File: config.mk
export PLATFORM = sky130hd
export DESIGN_NAME = ext_mem_loader
export DESIGN_NICKNAME = d
export VERILOG_FILES = /design/src/rtl/ext_loader_pkg.sv /design/src/rtl/ext_loader_out_reg.sv /design/src/rtl/ext_mem_loader.sv
export SDC_FILE = /design/constraint.sdc
export NUM_CORES = 1
export LEC_CHECK = 0
export CORE_AREA = 4 4 110 112
export CTS_BUF_LIST = sky130_fd_sc_hd__clkbuf_16
export CTS_CLUSTER_DIAMETER = 60
export CTS_CLUSTER_SIZE = 25
export DETAILED_ROUTE_END_ITERATION = 7
export DIE_AREA = 0 0 114 116
export PLACE_DENSITY = 0.82
export SLEW_MARGIN = 20
export SYNTH_ARGS = -nofsm -noshare
export SYNTH_HDL_FRONTEND = slang
export SYNTH_SLANG_ARGS = --single-unit
File: constraint.sdc
create_clock -name clk -period 6.16 [get_ports clk]
set_input_delay 1.232 -clock clk [delete_from_list [all_inputs] [get_ports clk]]
set_output_delay 1.232 -clock clk [all_outputs]
set_load 0.03 [all_outputs]
File: src/rtl/ext_loader_pkg.sv
// ext_loader_pkg: shared op encoding, FSM states and default memory depths
// for the external memory loader.
package ext_loader_pkg;

   localparam int IMEM_DEPTH_DEF = 512;
   localparam int DMEM_DEPTH_DEF = 1024;

   typedef enum logic [1:0] {
      OP_LOAD_IMEM = 2'd0,
      OP_LOAD_DMEM = 2'd1,
      OP_RUN       = 2'd2,
      OP_DUMP_DMEM = 2'd3
   } op_t;

   typedef enum logic [2:0] {
      ST_IDLE,
      ST_LOAD,
      ST_RUN,
      ST_DUMP_RD,
      ST_DUMP_WAIT,
      ST_DUMP_OUT,
      ST_FINISH
   } state_t;

   function automatic logic [31:0] word_addr(input logic [15:0] idx);
      return {14'd0, idx, 2'b00};
   endfunction

endpackage

File: src/rtl/ext_loader_out_reg.sv
// ext_loader_out_reg: single-entry valid/ready holding register for the
// dump stream; data stays stable until the consumer takes it.
module ext_loader_out_reg
   import ext_loader_pkg::*;
(
   input  logic        clk,
   input  logic        rst,
   input  logic        i_load,
   input  logic [31:0] i_data,
   input  logic        i_ready,
   output logic        o_valid,
   output logic [31:0] o_data
);

   logic        r_valid;
   logic [31:0] r_data;

   always_ff @(posedge clk) begin
      if (rst) begin
         r_valid <= 1'b0;
         r_data  <= '0;
      end else if (i_load) begin
         r_valid <= 1'b1;
         r_data  <= i_data;
      end else if (r_valid && i_ready) begin
         r_valid <= 1'b0;
      end
   end

   assign o_valid = r_valid;
   assign o_data  = r_data;

endmodule

File: src/rtl/ext_mem_loader.sv
// ext_mem_loader: loads IMEM/DMEM from a stream, gates the CPU for N cycles,
// and (with LOADER_DUMP_EN defined) streams DMEM contents back out.
module ext_mem_loader
   import ext_loader_pkg::*;
#(
   parameter int IMEM_DEPTH = IMEM_DEPTH_DEF,
   parameter int DMEM_DEPTH = DMEM_DEPTH_DEF
) (
   input  logic        clk,
   input  logic        rst,
   input  logic        cmd_valid,
   output logic        cmd_ready,
   input  logic [1:0]  cmd_op,
   input  logic [15:0] cmd_len,
   input  logic        s_valid,
   output logic        s_ready,
   input  logic [31:0] s_data,
   output logic        m_valid,
   input  logic        m_ready,
   output logic [31:0] m_data,
   output logic [31:0] addr_ext,
   output logic [31:0] wdata_ext,
   output logic        wen_ext,
   output logic        ren_ext,
   input  logic [31:0] rdata_ext,
   output logic [31:0] addr_ext_2,
   output logic [31:0] wdata_ext_2,
   output logic        wen_ext_2,
   output logic        ren_ext_2,
   input  logic [31:0] rdata_ext_2,
   output logic        cpu_enable,
   output logic        busy,
   output logic        done,
   output logic        err
);

   state_t      r_state;
   op_t         r_op;
   logic [15:0] r_len;
   logic [15:0] r_cnt;
   logic        r_cmd_ready;
   logic        r_s_ready;
   logic        r_cpu_en;
   logic        r_done;
   logic        r_err;

   logic        w_bad;
   logic        w_beat;
   logic        w_last;
   logic        w_wen_i;
   logic        w_wen_d;
   logic        w_ren_d;
   logic [31:0] w_addr;
   logic        w_unused;

   assign w_beat  = s_valid && r_s_ready;
   assign w_last  = (r_cnt + 16'd1) == r_len;
   assign w_wen_i = w_beat && (r_op == OP_LOAD_IMEM);
   assign w_wen_d = w_beat && (r_op == OP_LOAD_DMEM);
   assign w_addr  = word_addr(r_cnt);

   // Oversized transfers and an unbuilt dump path are rejected up front.
   always_comb begin
      w_bad = 1'b0;
      case (op_t'(cmd_op))
         OP_LOAD_IMEM: w_bad = 32'(cmd_len) > IMEM_DEPTH;
         OP_LOAD_DMEM: w_bad = 32'(cmd_len) > DMEM_DEPTH;
`ifdef LOADER_DUMP_EN
         OP_DUMP_DMEM: w_bad = 32'(cmd_len) > DMEM_DEPTH;
`else
         OP_DUMP_DMEM: w_bad = 1'b1;
`endif
         default:      w_bad = 1'b0;
      endcase
   end

`ifdef LOADER_DUMP_EN
   logic w_load;
   assign w_load  = (r_state == ST_DUMP_WAIT);
   assign w_ren_d = (r_state == ST_DUMP_RD);
   assign w_unused = ^rdata_ext;

   ext_loader_out_reg u_out_reg (
      .clk     (clk),
      .rst     (rst),
      .i_load  (w_load),
      .i_data  (rdata_ext_2),
      .i_ready (m_ready),
      .o_valid (m_valid),
      .o_data  (m_data)
   );
`else
   assign w_ren_d  = 1'b0;
   assign m_valid  = 1'b0;
   assign m_data   = '0;
   assign w_unused = ^{rdata_ext, rdata_ext_2, m_ready};
`endif

   always_ff @(posedge clk) begin
      if (rst) begin
         r_state     <= ST_IDLE;
         r_op        <= OP_LOAD_IMEM;
         r_len       <= '0;
         r_cnt       <= '0;
         r_cmd_ready <= 1'b0;
         r_s_ready   <= 1'b0;
         r_cpu_en    <= 1'b0;
         r_done      <= 1'b0;
         r_err       <= 1'b0;
      end else begin
         case (r_state)
            ST_IDLE: begin
               r_cmd_ready <= 1'b1;
               if (cmd_valid && r_cmd_ready) begin
                  r_cmd_ready <= 1'b0;
                  r_op        <= op_t'(cmd_op);
                  r_len       <= cmd_len;
                  r_cnt       <= '0;
                  if (w_bad || cmd_len == 16'd0) begin
                     r_state <= ST_FINISH;
                     r_done  <= 1'b1;
                     r_err   <= w_bad;
                  end else begin
                     case (op_t'(cmd_op))
                        OP_RUN: begin
                           r_state  <= ST_RUN;
                           r_cpu_en <= 1'b1;
                        end
`ifdef LOADER_DUMP_EN
                        OP_DUMP_DMEM: r_state <= ST_DUMP_RD;
`endif
                        default: begin
                           r_state   <= ST_LOAD;
                           r_s_ready <= 1'b1;
                        end
                     endcase
                  end
               end
            end
            ST_LOAD: begin
               if (w_beat) begin
                  r_cnt <= r_cnt + 16'd1;
                  if (w_last) begin
                     r_s_ready <= 1'b0;
                     r_state   <= ST_FINISH;
                     r_done    <= 1'b1;
                  end
               end
            end
            ST_RUN: begin
               r_cnt <= r_cnt + 16'd1;
               if (w_last) begin
                  r_cpu_en <= 1'b0;
                  r_state  <= ST_FINISH;
                  r_done   <= 1'b1;
               end
            end
`ifdef LOADER_DUMP_EN
            ST_DUMP_RD:   r_state <= ST_DUMP_WAIT;
            ST_DUMP_WAIT: r_state <= ST_DUMP_OUT;
            ST_DUMP_OUT: begin
               if (m_valid && m_ready) begin
                  r_cnt <= r_cnt + 16'd1;
                  if (w_last) begin
                     r_state <= ST_FINISH;
                     r_done  <= 1'b1;
                  end else begin
                     r_state <= ST_DUMP_RD;
                  end
               end
            end
`endif
            ST_FINISH: begin
               r_done      <= 1'b0;
               r_err       <= 1'b0;
               r_cmd_ready <= 1'b1;
               r_state     <= ST_IDLE;
            end
            default: r_state <= ST_IDLE;
         endcase
      end
   end

   assign cmd_ready   = r_cmd_ready;
   assign s_ready     = r_s_ready;
   assign cpu_enable  = r_cpu_en;
   assign busy        = (r_state != ST_IDLE);
   assign done        = r_done;
   assign err         = r_err;

   assign wen_ext     = w_wen_i;
   assign ren_ext     = 1'b0;
   assign addr_ext    = w_wen_i ? w_addr : '0;
   assign wdata_ext   = w_wen_i ? s_data : '0;

   assign wen_ext_2   = w_wen_d;
   assign ren_ext_2   = w_ren_d;
   assign addr_ext_2  = (w_wen_d || w_ren_d) ? w_addr : '0;
   assign wdata_ext_2 = w_wen_d ? s_data : '0;

endmodule

==> impl_metrics.csv <==
group,metric,value,unit
status,status,"completed",
synthesis,synth_warnings,0,
critical_path,r2r-start,"r_cnt[0]",
pwr,p_leak,2.02,nW
critical_path,ff2ff_path_depth,8,
finish,fin_nets,783,
finish,instances_no_fill,807,
floorplan,floorplan.initialDensity,0.340,
finish,ff_latch_area,841,sq um
synthesis,synth_area_leader_cell,"dfxtp_1",
sta,rsz0062_at_grt,"no",
placed_design,hpwl,8460,um
floorplan,die_w,114,um
global_route,grt_usage,0.155,
detailed_routing,num_vias,3838,
critical_path,crit_path_end,"wdata_ext_2[30]",
cts,clockBufferDepth,2,
synthesis,synth.distinct_cells,57,
global_route,antenna_found_initial,0,
finish,fin_util,0.477,
synthesis,syn_avg_cell_area,7.13,sq um
synthesis,yosysTopAreaCellShare,0.220,
sta,clock_skew,0.00623,ns
floorplan,dieArea,13200,sq um
cts,clk_pin_slew,0.06,ns
critical_path,crit_path_end_kind,"output port",
global_route,grt.overflow.total,0,
cts,clock-sinks,42,
critical_path,path_class,"in -> out",
critical_path,cp.required,4.93,ns
critical_path,critPathMaxFanout,49,
global_route,grt_max_degree,50,
sta,slew_headroom,0.457,
floorplan,coreArea,11200,sq um
synthesis,yosys_most_used_dff,"dfxtp_1",
sta,setup_viol,0,
cts,ctsHoldBuffers,0,
critical_path,crit_path_start,"s_valid",
detailed_routing,antenna_left,0,
floorplan,ios,290,
finish,nFillCells,1138,
sta,slew_violations,0,
detailed_routing,wl,11000,um
sta,finalCritPeriodShare,0.739,
global_route,grt_pass1_wl,16800,um
detailed_routing,drt_iter0_drc,181,
detailed_routing,drt_pre_antenna_iters,5,
sta,worst_slew_pin_slew,0.813,ns
synthesis,ys_seq_area_frac,0.220,
cts,root_buffer,"clkbuf_16",
synthesis,synth_seq_cells,42,
finish,multiInputGateArea,2540,sq um
finish,antennaDiodeCount,0,
flow_run,max_cap_viol_count,0,
detailed_routing,viasPerCell,4.76,
min_path,hold_class,"reg -> reg",
pwr,powerDensity,178,nW/um^2
cts,clock_latency,0.29,ns
sta,hold_viol_final,0,
floorplan,fp.dieH,116,um
sta,final.setup.tns,0,ns
synthesis,syn-cell-area,3810,sq um
cts,htree_levels,2,
detailed_routing,post_drt_wl_per_cell,13.7,um
synthesis,yosys-top-cells-count,"100 x and2_1, 70 x buf_4, 58 x nand2_1",
cts,cts_tree,"built",
critical_path,r2r_slack,3.39,ns
global_route,grt_pass1_vias,3305,
sta,whs,0.467,ns
floorplan,row_count,39,
synthesis,ys_async_sr_fraction,0,
placed_design,place_inst,799,
synthesis,synth_edf_count,0,
sta,finalCriticalPeriod,4.55,ns
finish,drive_gt1_frac,0.0392,
pwr,vdd_drop_max,164,uV
placed_design,io_buffers,157,
synthesis,yosys-top-cells-area,"dfxtp_1 22%, and2_1 16%, buf_4 14%, nand2_1 5.7%, a21oi_1 5.5%",
synthesis,synth_cells,535,
critical_path,timing.rr.end,"r_state[1]",
finish,area_delta_synth_final,40.3,%
detailed_routing,drc,0,
critical_path,cp.arrival,3.32,ns
cts,numCtsBuffers,5,
cts,post_cts_buffers,0,
critical_path,startpoint_type,"input port",
synthesis,synth.most_common_cell,"and2_1",
placed_design,place_congestion,0.857,
sta,fmax,0.220,GHz
cts,cts_resized,0,
-- state kept, by name, summed over array words and instances (netlist names) --
name	count
r_len	16
s_ready	1
done	1
r_state	3
cpu_enable	1
cmd_ready	1
r_op	2
r_cnt	16
err	1
-- per-stage QoR --
stage	instance area, sq um	worst slack [ns]	power, mW
2_1_floorplan	4060	2.49	0.581
3_3_place_gp	5180	1.61	0.645
3_5_place_dp	5180	1.59	0.651
4_1_cts	5350	1.58	0.954
5_1_grt	5350	1.42	1.00
6_report	5350	1.61	0.953
-- routing by layer --
| layer | up-vias | track usage | part of all wire |
|---|---|---|---|
| met1 | 1726 | 0.212 | 0.42 |
| met4 | 0 | 0.0340 | 0.0067 |
| met2 | 168 | 0.255 | 0.49 |
| li1 | 1937 | - | - |
| met3 | 7 | 0.0272 | 0.082 |
| met5 | - | 0 | 0 |
-- report_power, final --
group | total [mW] | switching (mW) | internal, mW
Combinational | 0.324 | 0.210 | 0.115
Sequential | 0.324 | 0.0282 | 0.296
Clock | 0.304 | 0.113 | 0.192
Total | 0.953 | 0.350 | 0.603
-- worst max-delay path, stage by stage --
cell and delay, ns:
clkdlybuf4s50_1 0.52, nand2_1 0.11, nor3b_2 0.18, buf_4 0.37, and2_1 0.22, clkdlybuf4s50_1 0.68
-- worst min path at each step --
stage               from         to  slack (ns)  cells after the start
2_1_floorplan    r_op[0]    r_op[0]        0.44                      2
3_3_place_gp   r_len[12]  r_len[12]        0.46                      2
3_5_place_dp    r_len[3]   r_len[3]        0.46                      2
4_1_cts         r_len[3]   r_len[3]        0.47                      2
5_1_grt        r_len[15]  r_len[15]        0.49                      2
6_report        r_len[1]   r_len[1]        0.47                      2
-- placed cells by master (no fill, tap or decap), types with 2 or more instances in the layout --
master / count
a211o_1: 2
o21bai_1: 2
nand2_1: 58
nand4_1: 3
inv_1: 5
nand3_1: 12
nor3_1: 9
xor2_1: 8
nand2b_1: 4
or3_1: 5
and3_1: 5
a31oi_1: 6
nor3b_1: 3
nor2b_1: 7
and4_1: 4
nor2_1: 26
clkdlybuf4s50_1: 157
a21oi_1: 42
a211oi_1: 5
and2_1: 100
or2_2: 3
nor4_1: 9
xnor2_1: 13
o211ai_1: 2
or3b_2: 2
buf_4: 4
a21boi_0: 2
dfxtp_1: 42
conb_1: 67
a2111oi_0: 3
a311oi_1: 2
o21ai_0: 18
clkbuf_16: 5
-- cells by family after synthesis --
kind of cell | Yosys count | share of synthesized area
and+or+nand+nor | 263 | 0.386
AOI/OAI and AO/OA | 96 | 0.161
adders and majority gates | 1 | 0.00328
xor gates and xnor gates | 21 | 0.0482
DFF | 42 | 0.220
buffers and inverters | 111 | 0.180
other | 1 | 0.000983
-- layout make-up --
class	instances	share of cell area
multi-input cells	448	0.475
inverters	5	0.00351
flip-flops and latches	42	0.157
repair buffers	161	0.299
clock inverters	3	0.00818
clock buffers	5	0.0234
well taps	143	0.0334
Note: power is estimated with default switching activity, not from simulation.
